==> config.mk <==
export PLATFORM = sky130hd
export DESIGN_NAME = int_seq
export DESIGN_NICKNAME = d
export VERILOG_FILES = /design/src/rtl/int_seq.sv
export SDC_FILE = /design/constraint.sdc
export NUM_CORES = 1
export LEC_CHECK = 0
export CORE_MARGIN = 1
export CORE_UTILIZATION = 33
export CTS_BUF_LIST = sky130_fd_sc_hd__clkbuf_16
export DETAILED_ROUTE_END_ITERATION = 10
export GPL_TIMING_DRIVEN = 0
export PLACE_DENSITY = 0.77
export REMOVE_ABC_BUFFERS = 1
export SYNTH_ARGS = -nofsm -noshare
export SYNTH_HDL_FRONTEND = slang
export SYNTH_SLANG_ARGS = --single-unit
==> constraint.sdc <==
create_clock -name i_clk -period 1.31 [get_ports i_clk]
set_input_delay 0.1965 -clock i_clk [delete_from_list [all_inputs] [get_ports i_clk]]
set_output_delay 0.1965 -clock i_clk [all_outputs]
set_load 0.005 [all_outputs]
==> src/rtl/int_seq.sv <==
// Interrupt/BRK/reset entry sequencer: arbitrates sources at instruction
// boundaries and steps the 7-cycle entry sequence that qualifies the decoder.
module int_seq #(
    parameter logic [15:0] NMI_VEC = 16'hFFFA,
    parameter logic [15:0] RST_VEC = 16'hFFFC,
    parameter logic [15:0] IRQ_VEC = 16'hFFFE
) (
    input  logic        i_clk,
    input  logic        i_rst_n,
    input  logic        READY,
    input  logic        NMI,
    input  logic        IRQ,
    input  logic        i_sync,
    input  logic        i_brk,
    input  logic        i_flag_i,
    output logic        o_active,
    output logic [2:0]  o_step,
    output logic [1:0]  o_src,
    output logic        o_force_brk,
    output logic        o_inhibit_ipc,
    output logic        o_push,
    output logic        o_stack_dec,
    output logic        o_b_flag,
    output logic        o_vec_fetch,
    output logic [15:0] o_vec_addr,
    output logic        o_set_i,
    output logic        o_done
);

    localparam logic [1:0] SRC_BRK = 2'd0;
    localparam logic [1:0] SRC_IRQ = 2'd1;
    localparam logic [1:0] SRC_NMI = 2'd2;
    localparam logic [1:0] SRC_RST = 2'd3;

    logic       active_q, active_d;
    logic [2:0] step_q, step_d;
    logic [1:0] src_q, src_d;
    logic       nmi_latch_q, nmi_latch_d;
    logic       nmi_prev_q, nmi_prev_d;
    logic       nmi_fall;
    logic [15:0] vec_base;

    assign nmi_fall = ~NMI & nmi_prev_q;

    always_comb begin
        active_d    = active_q;
        step_d      = step_q;
        src_d       = src_q;
        nmi_latch_d = nmi_latch_q;
        nmi_prev_d  = nmi_prev_q;
        if (READY) begin
            nmi_prev_d = NMI;
            if (active_q) begin
                if (step_q == 3'd6) begin
                    active_d = 1'b0;
                    step_d   = 3'd0;
                end else begin
                    step_d = step_q + 3'd1;
                end
                // Late NMI hijacks a BRK/IRQ entry before the vector fetch
                if (step_q == 3'd4 && (src_q == SRC_BRK || src_q == SRC_IRQ) && nmi_latch_q)
                    src_d = SRC_NMI;
                if (step_q == 3'd5 && src_q == SRC_NMI)
                    nmi_latch_d = 1'b0;
            end else if (i_sync) begin
                if (nmi_latch_q) begin
                    active_d = 1'b1;
                    step_d   = 3'd0;
                    src_d    = SRC_NMI;
                end else if (!IRQ && !i_flag_i) begin
                    active_d = 1'b1;
                    step_d   = 3'd0;
                    src_d    = SRC_IRQ;
                end else if (i_brk) begin
                    active_d = 1'b1;
                    step_d   = 3'd0;
                    src_d    = SRC_BRK;
                end
            end
            // A fresh falling edge overrides the clear in the same cycle
            if (nmi_fall)
                nmi_latch_d = 1'b1;
        end
    end

    always_ff @(posedge i_clk or negedge i_rst_n) begin
        if (!i_rst_n) begin
            active_q    <= 1'b1;
            step_q      <= 3'd0;
            src_q       <= SRC_RST;
            nmi_latch_q <= 1'b0;
            nmi_prev_q  <= 1'b1;
        end else begin
            active_q    <= active_d;
            step_q      <= step_d;
            src_q       <= src_d;
            nmi_latch_q <= nmi_latch_d;
            nmi_prev_q  <= nmi_prev_d;
        end
    end

    always_comb begin
        case (src_q)
            SRC_NMI: vec_base = NMI_VEC;
            SRC_RST: vec_base = RST_VEC;
            default: vec_base = IRQ_VEC;
        endcase
    end

    always_comb begin
        o_force_brk   = 1'b0;
        o_inhibit_ipc = 1'b0;
        o_push        = 1'b0;
        o_stack_dec   = 1'b0;
        o_b_flag      = 1'b0;
        o_vec_fetch   = 1'b0;
        o_set_i       = 1'b0;
        o_done        = 1'b0;
        o_vec_addr    = vec_base;
        if (active_q) begin
            case (step_q)
                3'd0: begin
                    o_force_brk   = (src_q != SRC_BRK);
                    o_inhibit_ipc = (src_q != SRC_BRK);
                end
                3'd1: o_inhibit_ipc = (src_q != SRC_BRK);
                3'd2, 3'd3: begin
                    o_stack_dec = 1'b1;
                    o_push      = (src_q != SRC_RST);
                end
                3'd4: begin
                    o_stack_dec = 1'b1;
                    o_push      = (src_q != SRC_RST);
                    o_b_flag    = (src_q == SRC_BRK);
                end
                3'd5: o_vec_fetch = 1'b1;
                3'd6: begin
                    o_vec_fetch = 1'b1;
                    o_vec_addr  = vec_base | 16'h0001;
                    o_set_i     = 1'b1;
                    o_done      = READY;
                end
                default: ;
            endcase
        end
    end

    assign o_active = active_q;
    assign o_step   = step_q;
    assign o_src    = src_q;

endmodule

Word level (Yosys, flattened, before mapping)
Index checks and enable logic that the tools add are counted.
{"block": "word_totals", "reg_bits": 8, "out_inout_bits": 30, "wordCells": 79}
{"block": "op_classes", "add_sub_neg": 1, "eq_ne": 11, "n_mux": 40, "bitwise": 2, "reduce_logical": 20}
{"operator": "1-bit 2-to-1 mux", "count": 27}
{"operator": "3-bit 2-to-1 mux", "count": 6}
{"operator": "2-bit 2-to-1 mux", "count": 6}
{"operator": "3-bit == test (second input constant)", "count": 3}
{"operator": "2-bit nonzero test", "count": 4}
{"operator": "3-bit by 2-bit == test with 1-bit output (second input constant)", "count": 2}
{"operator": "3-bit one-hot mux with 2 select lines", "count": 1}
{"operator": "3-bit AND reduction", "count": 2}
{"operator": "2-bit == test (second input constant)", "count": 2}
{"operator": "1-bit logical AND", "count": 4}
{"operator": "4-bit AND reduction", "count": 1}
{"operator": "4-bit nonzero test", "count": 1}
{"operator": "2-bit OR reduction", "count": 2}
{"operator": "3-bit by 1-bit adder with 3-bit output (second input constant)", "count": 1}
{"operator": "3-bit by 1-bit == test with 1-bit output (second input constant)", "count": 1}
{"operator": "3-bit zero test", "count": 1}
{"operator": "3-bit OR reduction", "count": 1}
{"operator": "2-bit by 1-bit == test with 1-bit output (second input constant)", "count": 1}
{"operator": "1-bit zero test", "count": 2}
{"operator": "2-bit zero test", "count": 1}
{"operator": "2-bit by 1-bit != test with 1-bit output (second input constant)", "count": 1}
{"operator": "2-bit != test (second input constant)", "count": 1}
{"operator": "1-bit bitwise AND", "count": 1}
{"operator": "1-bit logical OR", "count": 1}
{"operator": "1-bit NOT", "count": 1}

Longest topological paths before layout
Gate-level depths: netlist of the first run.
{"block": "depth", "word_depth": 6, "mapped_depth": 5, "ltp_nobuf": 4}

Worst setup path before layout of the first run
Ideal clock, no wire load.
{"block": "synth_path", "kind": "register -> output", "startpoint": "register active_q (netlist: o_active)", "endpoint": "output o_force_brk", "arrival_ns": 1.288, "required_ns": 1.113, "setup_slack_ns": -0.175, "stages_incl_launch_ff": 5, "n_path_buf": 1, "cell_sequence": "dfstp_2 > buf_2 > inv_2 > nor4_1 > nor2b_1"}
{"block": "synth_between", "elab_chain_cells": 1}
{"item": "from (decl)", "line": "35", "text": "logic active_q, active_d;"}
{"item": "from (signal assigned)", "line": "94", "text": "active_q <= active_d;"}
{"item": "1-bit 2-to-1 mux", "line": "120", "text": "if (active_q) begin"}
{"item": "to (decl)", "line": "19", "text": "output logic o_force_brk,"}
Every way passes these cells.

Worst setup path in the final report of the first run
{"block": "layout_path", "startpoint": "register step_q[0] (netlist: o_step[0])", "endpoint": "output o_push"}
{"block": "layout_between", "elab_chain_cells": 4, "word_cells_on_any_way": 6}
{"item": "from (decl)", "line": "36", "text": "logic [2:0] step_q, step_d;"}
{"item": "from (signal assigned)", "line": "95", "text": "step_q <= step_d;"}
{"item": "3-bit == test or 3-bit by 2-bit == test with 1-bit output (tied branches)", "line": "121", "text": "case (step_q)"}
{"item": "3-bit OR reduction (no line) (*)"}
{"item": "1-bit 2-to-1 mux (*)"}
{"item": "1-bit 2-to-1 mux (*)", "line": "120"}
{"item": "to (decl)", "line": "21", "text": "output logic o_push,"}
Mark *: on every way between the ends. The rest lies on a longest branch, timed or not.

==> results.md, run 1 <==
* Routed wire length at around 2.1 mm
* Post-Syn Area per Cell at between 8 and 9 um2
* Routed via count at between 600 and 700
* Synth Warn # at 0
* I/O pin cnt at 38
* DRC Markers at 0
* Cell Area, Synth at 653 um2
* Max stage delay on crit path at around 410 ps
* Leak Pwr at about 0.60 nW
* CTS Buffer Depth at 2
* Post-synthesis sequential area ratio at about a third
* Hold-fix buffers, CTS at 0
* Post-synthesis compound-gate area fraction at between 10 and 15%
* Via density at roughly 4.6
* DRT iter0 DRCs at 8
* Diode count at 0
* Num rows at 15
* # Max-Cap Violations at 0
* CTS tree: done
* RSZ-0062 raised after global routing: yes
* Status: finished with violations
* Clock skew after layout at roughly 3.5 ps
* First-pass GRT wire length at about 3.0 mm
* Core ar. at 1780 um2
* Final worst setup slack at -276 ps
* Final nets at 135
* Cell taking the most area after synthesis: buf_4
* Starting density of the core at 36.6%
* Cell count of the worst reg-to-reg path at 6
* Post-synthesis cell count at 75
* Simple-Gate Fraction of Synth Area at between 20% and 30%
* Crit. End Element: output port
* Slowest cell on crit path: dfrtp_2
* Layout cell share with drive strength beyond 1 at ~62%
* Utilization after layout at 72.4%
* Via count of the first global-routing pass at about 670
* Worst skew pair latency at 230 ps
* Critical Path RT at between 1000 and 1500 ps
* Total placed cells including tap cells at between 100 and 150
* Clk sinks at 8
* Routed len/inst at 14.3 um
* Non-filler instance count after layout at 150
* Routability cong. at 0.791
* Largest net degree at the start of global routing at 10
* Most common cell after layout, fill and taps aside: buf_6
* Setup violators final at 14
* # fillers at 122
* DP HPWL at ~1000 um
* Die height at approximately 46 um
* WHS at around 260 ps
* Distinct cells, synth at 31
* Slew Limit Fails at 0
* Clock root buffer: clkbuf_16
* Failing checks: setup timing
* Yosys reg bits at 8
* Worst hold path class: primary input to async pin
* Peak Freq at about 630 MHz
* GRT overflow at 0
* Synth top area cells: buf_4, dfstp_2, dfrtp_1, a21oi_1, nand3b_1
* Largest family of logic cells by synthesized area: simple AND/OR/NAND/NOR gates
* Main synth FF type: dfstp_2
* GRT Util Overall at between 10% and 20%
* Post-synth top area share at between 10% and 20%
* Post-synthesis mux area share at under 10%
* Ys async rst share at 100%
* Setup Crit Path Kind: flip-flop to output port
* Initial antenna violation count at 0
* Peak fanout along the critical path at 3
* CP startpoint kind: flip-flop
* Worst-path clk slew at roughly 40 ps
* CTS Buf Count at 3
* Chip width at about 46 um
* Drt first pass iters at 4
* Cell Chain, Critical Path: and2_4 > ha_4 > o21a_1 > and2_1 > buf_2
* Worst IR Drop VDD at about 1300 uV
* Crit path time final at 1590 ps
* Area Overhead vs Synth at 97.7%
* PortBufs at 24
* Adder-cell share of the synthesized area at 1.92%
* Die footprint at approximately 2200 um2
* Routed Antenna Nets at 0
* Final period utilization at 121%
* Critical path arrival at approximately 1400 ps
* Pwr/cell area at approximately 2400 nW/um2
* Xor/xnor share of the synthesized area at under 10%
* EDFF count, synth at 0
* Setup TNS at -2440 ps
* Most frequent cells in the layout: buf_6, conb_1, buf_4, buf_2, clkdlybuf4s50_1
* CTS H-tree depth at 1
* Final Hold Fails at 0
## layer usage
layer	up-vias	track usage, %	share of wire [%]
met1	320	25.2	45
met5	-	0	0
met2	42	33.9	47
li1	328	-	-
met3	6	3.14	5.8
met4	0	6.47	2.8
## cell usage after synthesis (all sizes together), types with 2 or more instances
library cell,count
nand2b,3
nor2,6
mux2i,2
a21o,2
dfrtp,4
a21oi,5
buf,18
inv,2
nor3,2
and2,3
mux2,2
dfstp,4
nand3b,3
nor4,3
nand2,4
o21ai,2
## power breakdown
group	internal (mW)	total, mW	switching (mW)
combinational	1.18	2.04	0.859
sequential	0.373	0.518	0.145
clock	0.397	0.512	0.115
total	1.95	3.07	1.12
## worst paths after layout
kind,startpoint,end,slack (ps)
setup / recovery,o_step[0]$_DFFE_PN0P_,o_push,-280
hold / removal,i_rst_n,o_step[2]$_DFFE_PN0P_,260
setup reg to reg,o_step[2]$_DFFE_PN0P_,o_src[0]$_DFFE_PN1P_,-200
hold reg to reg,nmi_prev_q$_DFFE_PN1P_,nmi_latch_q$_DFFE_PN0P_,520
max in group asynchronous,i_rst_n,o_src[0]$_DFFE_PN1P_,740
min in group i_clk,nmi_prev_q$_DFFE_PN1P_,nmi_latch_q$_DFFE_PN0P_,520
## cell families after synthesis
kind of cell | after synthesis
AND/OR/NAND/NOR | 26
XOR/XNOR | 1
flip-flops | 8
AO/OA/AOI/OAI | 14
multiplexers | 4
buffers and inverters | 20
other | 1
adder cells (fa/ha/maj) | 1
## state kept, by name (all words and copies together), names as in the netlist
| register | cells |
|---|---|
| nmi_prev_q | 1 |
| o_active | 1 |
| o_step | 3 |
| nmi_latch_q | 1 |
| o_src | 2 |
## critical path: cells and delay by family (launching register included)
family,cells,cell delay (ps)
flops,1,410
buf+inv,1,120
fa+ha+maj,1,140
compound gates,1,180
simple gates,2,310
## metrics by stage
step	power [mW]	setup WS (ps)	area, um2
after detailed placement	1.55	-603	838
after floorplan	0.992	-90.1	567
final	3.07	-276	1290
after CTS	2.73	-258	1190
after global placement	1.52	-580	838
after global routing	3.23	-332	1290
## cell type report
| type | instances | area (um2) | area share [%] |
|---|---|---|---|
| Clock buffer | 3 | 75.1 | 5.81 |
| Multi-Input combinational cell | 59 | 502 | 38.9 |
| Sequential cell | 8 | 209 | 16.2 |
| Tap cell | 25 | 31.3 | 2.42 |
| Clock inverter | 1 | 3.75 | 0.291 |
| Inverter | 2 | 12.5 | 0.969 |
| Timing Repair Buffer | 52 | 458 | 35.5 |
## repair_timing
action,in CTS,in global routing
endpoints found under the setup margin,22,20
setup buffers,26,3
gates cloned,0,0
pin swaps,10,7
resized for setup,87,25
Note: power is estimated with default switching activity, not from simulation.
==> run 2, diff against run 1 <==
--- a/config.mk
+++ b/config.mk
@@ -5,6 +5,7 @@
 export SDC_FILE = /design/constraint.sdc
 export NUM_CORES = 1
 export LEC_CHECK = 0
+export CAP_MARGIN = 20
 export CORE_MARGIN = 1
 export CORE_UTILIZATION = 33
 export CTS_BUF_LIST = sky130_fd_sc_hd__clkbuf_16
==> results of run 2 <==
Same layout as run 1: the final DEF is identical, and so are final timing and power.
==> run 3, diff against run 2 <==
--- a/config.mk
+++ b/config.mk
@@ -11,7 +11,7 @@
 export CTS_BUF_LIST = sky130_fd_sc_hd__clkbuf_16
 export DETAILED_ROUTE_END_ITERATION = 10
 export GPL_TIMING_DRIVEN = 0
-export PLACE_DENSITY = 0.77
+export PLACE_DENSITY = 0.79
 export REMOVE_ABC_BUFFERS = 1
 export SYNTH_ARGS = -nofsm -noshare
 export SYNTH_HDL_FRONTEND = slang
==> results.md, run 3 (synthesis results as in run 1) <==
* Status: finished with violations (unchanged)
* Failing checks: setup timing (unchanged)
* RSZ-0062 raised after global routing: yes (unchanged)
* Non-filler instance count after layout at 153 (was 150)
* Chip width at 46.5 um (unchanged)
* Clock root buffer: clkbuf_16 (unchanged)
* Starting density of the core at 36.6% (unchanged)
* Overall power at 3.16 mW (was 3.07 mW)
* Routability cong. at 0.791 (about the same)
* Hold-fix buffers, CTS at 0 (unchanged)
* CTS Buffer Depth at 2 (unchanged)
* Slew Limit Fails at 0 (unchanged)
* WHS at 234 ps (was 258 ps)
* # Max-Cap Violations at 0 (unchanged)
* Wire length on met3 at 137 um (was 124 um)
* GRT Util Overall at 19.5% (was 19.9%)
* CTS tree: done (unchanged)
* PortBufs at 24 (unchanged)
* Num rows at 15 (unchanged)
* I/O pin cnt at 38 (unchanged)
* CTS H-tree depth at 1 (unchanged)
* Diode count at 0 (unchanged)
* Dpl cell area at 838 um2 (unchanged)
* Clock skew after layout at 6.21 ps (was 3.47 ps)
* Core ar. at 1780 um2 (unchanged)
* Clk sinks at 8 (unchanged)
* Worst-path clk slew at 40 ps (about the same)
* Leak Pwr at 0.631 nW (was 0.600 nW)
* Max_slew headroom at between 60 and 70%
* Tightest Pin Transition at 533 ps
* Max reg flops at 3 (unchanged)
* Worst skew pair latency at 240 ps (was 230 ps)
* Utilization after layout at 75.4% (was 72.4%)
* Layout cell share with drive strength beyond 1 at 60.9% (was 62.4%)
* Worst IR Drop VDD at 1610 uV (was 1260 uV)
* Routed via count at 703 (was 696)
* Peak fanout along the critical path at 5 (was 3)
* Length of routed met2 wiring at 1.14 mm (was 999 um)
* Setup TNS at -2500 ps (was -2440 ps)
* Total placed cells including tap cells at 118 (unchanged)
* Routed Antenna Nets at 0 (unchanged)
* Die footprint at 2160 um2 (unchanged)
* Final period utilization at 123% (was 121%)
* First-pass GRT wire length at 2.90 mm (was 3.02 mm)
* Setup Crit Path Kind: flip-flop to output port (unchanged)
* Routed len/inst at 14.8 um (was 14.3 um)
* Most frequent cells in the layout: buf_6, buf_4, conb_1, clkdlybuf4s50_1, buf_2 (was buf_6, conb_1, buf_4, buf_2, clkdlybuf4s50_1)
* Worst hold path class: primary input to async pin (unchanged)
* Final Hold Fails at 0 (unchanged)
* Initial antenna violation count at 0 (unchanged)
* Critical Path RT at 1110 ps (about the same)
* Cell area after layout at 1340 um2 (was 1290 um2)
* Routed wire length at 2.26 mm (was 2.15 mm)
* Largest net degree at the start of global routing at 10 (unchanged)
* CP startpoint kind: flip-flop (unchanged)
* Final nets at 138 (was 135)
* Critical path arrival at 1410 ps (was 1390 ps)
* DRT iter0 DRCs at 7 (was 8)
* FF+latch area at 209 um2 (unchanged)
* Highest routed metal layer: met4 (unchanged)
* Area Overhead vs Synth at 106% (was 97.7%)
* Die height at 46.5 um (unchanged)
* Via density at 4.59 (was 4.64)
* Metal-1 WL at 921 um (was 960 um)
* CTS Buf Count at 3 (unchanged)
* Final worst setup slack at -295 ps (was -276 ps)
* Place WS at -598 ps (was -603 ps)
* Crit. End Element: output port (unchanged)
* Pwr/cell area at 2360 nW/um2 (was 2370 nW/um2)
* GRT overflow at 0 (unchanged)
* Peak Freq at 623 MHz (was 631 MHz)
* DP HPWL at 1.02 mm (was 997 um)
* Area occupied by multi-input gates at 512 um2 (was 502 um2)
* Most common cell after layout, fill and taps aside: buf_6 (unchanged)
* DRC Markers at 0 (unchanged)
* Setup violators final at 14 (unchanged)
* # fillers at 120 (was 122)
* Via count of the first global-routing pass at 654 (was 666)
* Drt first pass iters at 4 (unchanged)
* Crit path time final at 1610 ps (was 1590 ps)
==> run 3: area by class of cell <==
cell class,count,area share (%)
multi-input combinational,59,38.1
timing repair buffer,55,37.2
sequential,8,15.5
clock buffer,3,5.59
tap,25,2.33
inverter,2,0.931
clock inverter,1,0.279
==> run 3: critical path: stages (launching register included) <==
cell and delay, ps:
dfrtp_2 450, and2_4 160, ha_4 140, o21a_1 160, and2_1 130, buf_2 120
==> run 3: metal layers <==
layer,track usage (%),vias to the layer above
li1,-,332
met1,21.0,330
met2,34.7,34
met3,5.88,7
met4,7.65,0
met5,0,-
==> run 3: what timing repair did <==
| action | in CTS | in global routing |
|---|---|---|
| endpoints found under the setup margin | 22 | 19 |
| setup buffers | 22 | 11 |
| gates resized for setup | 83 | 26 |
| pin swaps | 9 | 7 |
==> run 3: where the power goes <==
group	switching, mW	internal [mW]
registers	0.162	0.373
logic	0.884	1.21
clock network	0.137	0.399
total	1.18	1.98
==> run 3: final timing paths <==
path / start / to / slack, ps / cells after the start
min in group i_clk: nmi_prev_q$_DFFE_PN1P_ / nmi_latch_q$_DFFE_PN0P_ / 510 / 2
worst max register to register: o_step[1]$_DFFE_PN0P_ / o_src[0]$_DFFE_PN1P_ / -170 / 5
worst max-delay path: o_step[1]$_DFFE_PN0P_ / o_push / -300 / 5
worst min register to register: nmi_prev_q$_DFFE_PN1P_ / nmi_latch_q$_DFFE_PN0P_ / 510 / 2
worst min-delay path: i_rst_n / o_step[2]$_DFFE_PN0P_ / 230 / 1
max in group asynchronous: i_rst_n / o_src[1]$_DFFE_PN1P_ / 770 / 1
